<file path="config.mk">
export PLATFORM = sky130hd
export DESIGN_NAME = rv32i_multicycle_ctrl
export DESIGN_NICKNAME = d
export VERILOG_FILES = /design/src/rtl/rv32i_multicycle_ctrl.sv
export SDC_FILE = /design/constraint.sdc
export NUM_CORES = 1
export LEC_CHECK = 0
export CORE_MARGIN = 3
export CORE_UTILIZATION = 46
export DETAILED_ROUTE_END_ITERATION = 10
export PLACE_DENSITY = 0.86
export SLEW_MARGIN = 20
export SYNTH_ARGS = -nofsm -noshare
export SYNTH_HDL_FRONTEND = slang
export SYNTH_SLANG_ARGS = --single-unit
</file>
<file path="constraint.sdc">
create_clock -name clk -period 2.7 [get_ports clk]
set_clock_uncertainty 0.2 [all_clocks]
set_input_delay 0.405 -clock clk [delete_from_list [all_inputs] [get_ports clk]]
set_output_delay 0.405 -clock clk [all_outputs]
set_load 0.01 [all_outputs]
</file>
<file path="src/rtl/rv32i_multicycle_ctrl.sv">
// ---------------------------------------------------------------------------
// rv32i_multicycle_ctrl
//   Multi-cycle control FSM for an RV32I datapath. The instruction word is
//   latched into an internal IR during FETCH. Every datapath select and enable
//   is then derived from IR and the current state. The block also adds
//   data-memory wait states, a sticky illegal-instruction trap and a
//   retired-instruction counter.
//
// Parameters
//   MEM_WAIT_EN : 1 = MEM waits for mem_ready, 0 = MEM always lasts one cycle
//   CNT_W       : width of the instret counter (wraps)
//
// Ports
//   clk, rst            rising-edge clock, synchronous active-high reset
//   instr[31:0]         instruction word from instruction memory
//   br_eq, br_lt        branch comparator results
//   mem_ready           data-memory access complete
//   pc_we, pc_sel       PC load enable / 0 = PC+4, 1 = ALU
//   ir_we               IR load (FETCH)
//   reg_we              register-file write enable
//   a_sel, b_sel        ALU operand selects (PC / immediate)
//   alu_sel[4:0]        ALU operation
//   imm_sel[2:0]        immediate format I/S/B/U/J
//   br_un               unsigned branch compare
//   mem_rw              data-memory write
//   wb_sel[1:0]         write-back source DataR / ALU / PC+4
//   illegal             sticky illegal-instruction flag
//   instret[CNT_W-1:0]  retired-instruction count
// ---------------------------------------------------------------------------
module rv32i_multicycle_ctrl #(
  parameter bit MEM_WAIT_EN = 1'b1,
  parameter int CNT_W       = 32
) (
  input  logic             clk,
  input  logic             rst,
  input  logic [31:0]      instr,
  input  logic             br_eq,
  input  logic             br_lt,
  input  logic             mem_ready,
  output logic             pc_we,
  output logic             pc_sel,
  output logic             ir_we,
  output logic             reg_we,
  output logic             a_sel,
  output logic             b_sel,
  output logic [4:0]       alu_sel,
  output logic [2:0]       imm_sel,
  output logic             br_un,
  output logic             mem_rw,
  output logic [1:0]       wb_sel,
  output logic             illegal,
  output logic [CNT_W-1:0] instret
);

  typedef enum logic [2:0] {
    S_FETCH  = 3'd0,
    S_DECODE = 3'd1,
    S_EXEC   = 3'd2,
    S_MEM    = 3'd3,
    S_WB     = 3'd4,
    S_TRAP   = 3'd5
  } state_e;

  localparam logic [6:0] OP_R     = 7'b0110011;
  localparam logic [6:0] OP_I     = 7'b0010011;
  localparam logic [6:0] OP_LD    = 7'b0000011;
  localparam logic [6:0] OP_ST    = 7'b0100011;
  localparam logic [6:0] OP_BR    = 7'b1100011;
  localparam logic [6:0] OP_JAL   = 7'b1101111;
  localparam logic [6:0] OP_JALR  = 7'b1100111;
  localparam logic [6:0] OP_LUI   = 7'b0110111;
  localparam logic [6:0] OP_AUIPC = 7'b0010111;

  localparam logic [4:0] ALU_ADD   = 5'd0;
  localparam logic [4:0] ALU_SUB   = 5'd1;
  localparam logic [4:0] ALU_SLL   = 5'd2;
  localparam logic [4:0] ALU_SLT   = 5'd3;
  localparam logic [4:0] ALU_SLTU  = 5'd4;
  localparam logic [4:0] ALU_XOR   = 5'd5;
  localparam logic [4:0] ALU_SRL   = 5'd6;
  localparam logic [4:0] ALU_SRA   = 5'd7;
  localparam logic [4:0] ALU_OR    = 5'd8;
  localparam logic [4:0] ALU_AND   = 5'd9;
  localparam logic [4:0] ALU_PASSB = 5'd10;

  localparam logic [2:0] IMM_I = 3'd0;
  localparam logic [2:0] IMM_S = 3'd1;
  localparam logic [2:0] IMM_B = 3'd2;
  localparam logic [2:0] IMM_U = 3'd3;
  localparam logic [2:0] IMM_J = 3'd4;

  localparam logic [1:0] WB_MEM = 2'd0;
  localparam logic [1:0] WB_ALU = 2'd1;
  localparam logic [1:0] WB_PC4 = 2'd2;

  state_e             state_q, state_d;
  logic [31:0]        ir_q;
  logic               illegal_q;
  logic [CNT_W-1:0]   instret_q;

  // ---------------------------------------------------------------------
  // Instruction fields (always from IR, never from the live instr bus)
  // ---------------------------------------------------------------------
  logic [6:0] opcode;
  logic [2:0] funct3;
  logic       funct7b5;
  logic       unused_ir;

  assign opcode   = ir_q[6:0];
  assign funct3   = ir_q[14:12];
  assign funct7b5 = ir_q[30];
  // Register indices and immediates are consumed by the datapath, not here.
  assign unused_ir = ^{ir_q[31], ir_q[29:15], ir_q[11:7]};

  logic is_r, is_i, is_ld, is_st, is_br, is_jal, is_jalr, is_lui, is_auipc;
  logic op_legal;

  assign is_r     = (opcode == OP_R);
  assign is_i     = (opcode == OP_I);
  assign is_ld    = (opcode == OP_LD);
  assign is_st    = (opcode == OP_ST);
  assign is_br    = (opcode == OP_BR);
  assign is_jal   = (opcode == OP_JAL);
  assign is_jalr  = (opcode == OP_JALR);
  assign is_lui   = (opcode == OP_LUI);
  assign is_auipc = (opcode == OP_AUIPC);

  // funct3 010/011 are unassigned branch encodings.
  assign op_legal = (is_r | is_i | is_ld | is_st | is_br | is_jal | is_jalr |
                     is_lui | is_auipc) && !(is_br && (funct3[2:1] == 2'b01));

  // Shared funct3 -> ALU map; alt picks SUB for 000 and SRA for 101.
  function automatic logic [4:0] alu_of(input logic [2:0] f3, input logic alt);
    logic [4:0] r;
    r = ALU_ADD;
    case (f3)
      3'b000:  r = alt ? ALU_SUB : ALU_ADD;
      3'b001:  r = ALU_SLL;
      3'b010:  r = ALU_SLT;
      3'b011:  r = ALU_SLTU;
      3'b100:  r = ALU_XOR;
      3'b101:  r = alt ? ALU_SRA : ALU_SRL;
      3'b110:  r = ALU_OR;
      default: r = ALU_AND;
    endcase
    return r;
  endfunction

  // ---------------------------------------------------------------------
  // Per-instruction datapath selects, held for EXEC/MEM/WB
  // ---------------------------------------------------------------------
  logic       dec_a, dec_b;
  logic [4:0] dec_alu;
  logic [2:0] dec_imm;
  logic [1:0] dec_wb;

  always_comb begin
    dec_a   = 1'b0;
    dec_b   = 1'b0;
    dec_alu = ALU_ADD;
    dec_imm = IMM_I;
    dec_wb  = WB_ALU;
    if (is_r) begin
      dec_alu = alu_of(funct3, funct7b5);
    end
    if (is_i) begin
      // funct7[5] is an immediate bit for everything except SRAI.
      dec_b   = 1'b1;
      dec_alu = alu_of(funct3, funct7b5 && (funct3 == 3'b101));
    end
    if (is_ld) begin
      dec_b  = 1'b1;
      dec_wb = WB_MEM;
    end
    if (is_st) begin
      dec_b   = 1'b1;
      dec_imm = IMM_S;
    end
    if (is_br) begin
      dec_a   = 1'b1;
      dec_b   = 1'b1;
      dec_imm = IMM_B;
    end
    if (is_jal) begin
      dec_a   = 1'b1;
      dec_b   = 1'b1;
      dec_imm = IMM_J;
      dec_wb  = WB_PC4;
    end
    if (is_jalr) begin
      dec_b  = 1'b1;
      dec_wb = WB_PC4;
    end
    if (is_lui) begin
      dec_b   = 1'b1;
      dec_imm = IMM_U;
      dec_alu = ALU_PASSB;
    end
    if (is_auipc) begin
      dec_a   = 1'b1;
      dec_b   = 1'b1;
      dec_imm = IMM_U;
    end
  end

  // Branch condition; comparator signedness comes from br_un driven below.
  logic br_taken;
  always_comb begin
    br_taken = 1'b0;
    case (funct3)
      3'b000:         br_taken = br_eq;
      3'b001:         br_taken = !br_eq;
      3'b100, 3'b110: br_taken = br_lt;
      3'b101, 3'b111: br_taken = !br_lt;
      default:        br_taken = 1'b0;
    endcase
  end

  logic mem_done;
  assign mem_done = !MEM_WAIT_EN || mem_ready;

  // ---------------------------------------------------------------------
  // Next state and outputs
  // ---------------------------------------------------------------------
  always_comb begin
    state_d = state_q;
    pc_we   = 1'b0;
    pc_sel  = 1'b0;
    ir_we   = 1'b0;
    reg_we  = 1'b0;
    a_sel   = 1'b0;
    b_sel   = 1'b0;
    alu_sel = ALU_ADD;
    imm_sel = IMM_I;
    br_un   = 1'b0;
    mem_rw  = 1'b0;
    wb_sel  = WB_MEM;

    // Selects stay steady from EXEC until the instruction leaves WB.
    if (state_q == S_EXEC || state_q == S_MEM || state_q == S_WB) begin
      a_sel   = dec_a;
      b_sel   = dec_b;
      alu_sel = dec_alu;
      imm_sel = dec_imm;
      wb_sel  = dec_wb;
    end

    case (state_q)
      S_FETCH: begin
        ir_we   = 1'b1;
        state_d = S_DECODE;
      end
      S_DECODE: begin
        state_d = op_legal ? S_EXEC : S_TRAP;
      end
      S_EXEC: begin
        if (is_br) begin
          pc_we   = 1'b1;
          pc_sel  = br_taken;
          br_un   = (funct3[2:1] == 2'b11);
          state_d = S_FETCH;
        end else if (is_ld || is_st) begin
          state_d = S_MEM;
        end else begin
          state_d = S_WB;
        end
      end
      S_MEM: begin
        mem_rw = is_st;
        if (mem_done) begin
          if (is_st) begin
            pc_we   = 1'b1;
            state_d = S_FETCH;
          end else begin
            state_d = S_WB;
          end
        end
      end
      S_WB: begin
        reg_we  = 1'b1;
        pc_we   = 1'b1;
        pc_sel  = is_jal || is_jalr;
        state_d = S_FETCH;
      end
      S_TRAP: begin
        state_d = S_TRAP;
      end
      default: begin
        state_d = S_FETCH;
      end
    endcase

    // Reset kills the in-flight instruction immediately, including a store.
    if (rst) begin
      pc_we   = 1'b0;
      pc_sel  = 1'b0;
      ir_we   = 1'b0;
      reg_we  = 1'b0;
      a_sel   = 1'b0;
      b_sel   = 1'b0;
      alu_sel = ALU_ADD;
      imm_sel = IMM_I;
      br_un   = 1'b0;
      mem_rw  = 1'b0;
      wb_sel  = WB_MEM;
    end
  end

  // ---------------------------------------------------------------------
  // State registers
  // ---------------------------------------------------------------------
  always_ff @(posedge clk) begin
    if (rst) begin
      state_q   <= S_FETCH;
      ir_q      <= 32'h0;
      illegal_q <= 1'b0;
      instret_q <= '0;
    end else begin
      state_q <= state_d;
      if (ir_we) ir_q <= instr;
      if (state_d == S_TRAP) illegal_q <= 1'b1;
      // Every PC update retires exactly one instruction.
      if (pc_we) instret_q <= instret_q + CNT_W'(1);
    end
  end

  assign illegal = illegal_q;
  assign instret = instret_q;

endmodule
</file>
==> qor.txt <==
CTS sink cnt = 47
Crit path DAT = 1980 ps
Synth Instances = 341
Final setup viols = 0
Status = finished, final reports clean
Register area = 946 sq um
Worst Setup Path Type = reg -> out
Synthesized cell area = 0.00259 sq mm
Synth top area share = 0.363
Crit path max-delay cell type = clkdlybuf4s50_1
Slew Viols, Final = 0
Initial antenna violation count = 0
Crit-path max FO = 8
Leak = 1.29 nW
Multi-input logic area = 0.00152 sq mm
DRC viols = 0
H-tree depth = 2
Post-Synth Simple-Gate Area = 0.328
Power Dens Cells = 426 mW/mm^2
Min Tclk post-route = 2590 ps
Cell family with most CP delay = buffers and inverters
CTS Hold Buffers Added = 0
Clock slew at reported path FFs = 80 ps
Top cells by area, synth = dfxtp_1 36%, a21oi_1 9.5%, nand2_1 6.9%, o31ai_1 4.1%, or4_1 4.1%
Startpoint class of the critical path = register
Worst Path Required = 2100 ps
Final period utilization = 0.958
RePlAce Congestion = 0.844
Buffers on Ports = 65
Post-Synth Adder-Cell Area = 0.00482
Clock buffer depth = 2
Critical-path cell list = nand2b_1 > nor2_1 > o21ai_1 > buf_4 > nor2_1 > and2_1 > clkdlybuf4s50_1
Via count = 2783
Total track usage = 0.215
IO Count = 88
CTS tree = yes
NumNets Final = 458
Fraction of synthesized area in multiplexers = 0.00771
Setup bufs post-CTS = 0
Total of max-cap violations = 0
# diodes = 0
FP Rows = 26
Overflow after GRT = 0
Layout cell share with drive strength beyond 1 = 0.131
Synth Net Count = 379
Post-route antenna net violation count = 0
Core area = 0.00527 sq mm
Post-synth top flop = dfxtp_1
Synth async-reset ratio = 0
Area delta synth->final = 39.1%
Cell mode on critical path = nor2_1
DR WL/cell = 14.2 um
List of most frequent post-synthesis cells = 49 x a21oi_1, 48 x nand2_1, 47 x dfxtp_1
Vias/cell = 5.67
Reg2reg setup slack = 240 ps
Die Wd = 81.1 um
Compound-Gate Fraction of Synth Area = 0.222
Hold crit path type = reg -> reg
Sequential area share after synthesis = 0.363
Die Span Y = 81.1 um
Leading cell type by number of instances after synthesis = a21oi_1
Largest family of logic cells by synthesized area = simple AND/OR/NAND/NOR gates
Peak Freq = 387 MHz
First-pass GRT wire length = 11300 um
Synth Area in XOR/XNOR = 0.0135
Setup crit end kind = output pin
Setup TNS = 0 ps
Warnings from Yosys = 0
Final Core Density = 0.685
Num CTS Buffers = 5
Die area = 0.00658 sq mm
Syn_area_per_cell = 7.61 sq um
Detailed Routing Iterations Pass 1 = 4
#FFs+latches synth = 47
Post-detail-place hpwl = 5190 um
Final hold vios = 0
Routed WL = 6990 um
CP bufs+invs = 2
Post-synth top area cell = dfxtp_1
CP max stage delay = 530 ps
Pin count of the biggest net entering global routing = 27
Number of flops mapped to enable cells by yosys = 0
Initial DRC Count = 171
Worst skew pair latency = 300 ps
RSZ-0062 raised after global routing = no
Vias in the first global route = 2506
Root Buffer = clkbuf_8
Maximum vdd ir drop = 0.433 mV
Layout fillers = 435
Initial Util = 0.492
Synth unique cells = 54
[stage by stage]
stage | worst slack, ps | instances | hold slack [ps] | power [mW] | cell area (sq um)
2_1_floorplan | 463 | 341 | 246 | 0.857 | 2590
3_3_place_gp | -146 | 483 | 255 | 0.932 | 3460
3_5_place_dp | -138 | 483 | 241 | 0.936 | 3460
4_1_cts | 32.7 | 491 | 263 | 1.54 | 3600
5_1_grt | 1.14 | 491 | 293 | 1.60 | 3610
6_report | 113 | 491 | 264 | 1.54 | 3610
[cells in the final DEF, fill, tap and decap left out, drive strengths merged, types with 16 or more instances in the layout]
| cell | count |
|---|---|
| a21oi | 49 |
| buf | 32 |
| clkdlybuf4s50 | 54 |
| dfxtp | 47 |
| nand2 | 48 |
| nand3 | 16 |
| nor2 | 16 |
| o21ai | 18 |
[power breakdown]
part | switching [mW] | internal (mW) | leakage [nW] | total, mW
Clock | 0.244 | 0.369 | 0.0644 | 0.613
Sequential | 0.0302 | 0.713 | 0.383 | 0.744
Combinational | 0.0903 | 0.0889 | 0.841 | 0.179
[area by class of cell]
type | count | area share
repair buffers | 97 | 0.245
clock buffers | 5 | 0.0191
multi-input cells | 259 | 0.420
well taps | 70 | 0.0243
inverters | 10 | 0.0104
flip-flops and latches | 47 | 0.262
clock inverters | 3 | 0.0187
[routing by layer]
metal | up-vias | routed length [um] | track usage
met1 | 1302 | 2990 | 0.255
li1 | 1404 | - | -
met2 | 69 | 3620 | 0.397
met4 | 0 | 80 | 0.0557
met5 | - | 0 | 0
met3 | 8 | 297 | 0.0355
[timing repair]
| item | CTS | global route |
|---|---|---|
| pin swaps | 1 | 0 |
| gates resized for setup | 12 | 6 |
| setup endpoints to repair | 11 | 6 |
[cells by family after synthesis]
group | after synthesis
AO/OA/AOI/OAI | 97
XOR/XNOR | 4
adder cells (fa/ha/maj) | 1
buffers and inverters | 35
flip-flops | 47
multiplexers | 2
other | 1
AND/OR/NAND/NOR | 154
[state kept, by name (all words and copies together), names as in the netlist]
register  count
illegal       1
instret      32
ir_q         11
state_q       3
[worst register-to-register path: stages, from the launching register on]
cell and delay (ps):
dfxtp_1 420, nor3b_1 450, and4_1 290, buf_4 120, o311ai_2 140, buf_4 220, or4_1 400, a21oi_1 150
[path summary, 6_finish.rpt]
path              cells after the start        from           to
setup / recovery                      7  state_q[1]   imm_sel[2]
hold / removal                        2     illegal      illegal
setup reg to reg                      7     ir_q[4]  instret[26]
hold reg to reg                       2     illegal      illegal
Note: power is estimated with default switching activity, not from simulation.
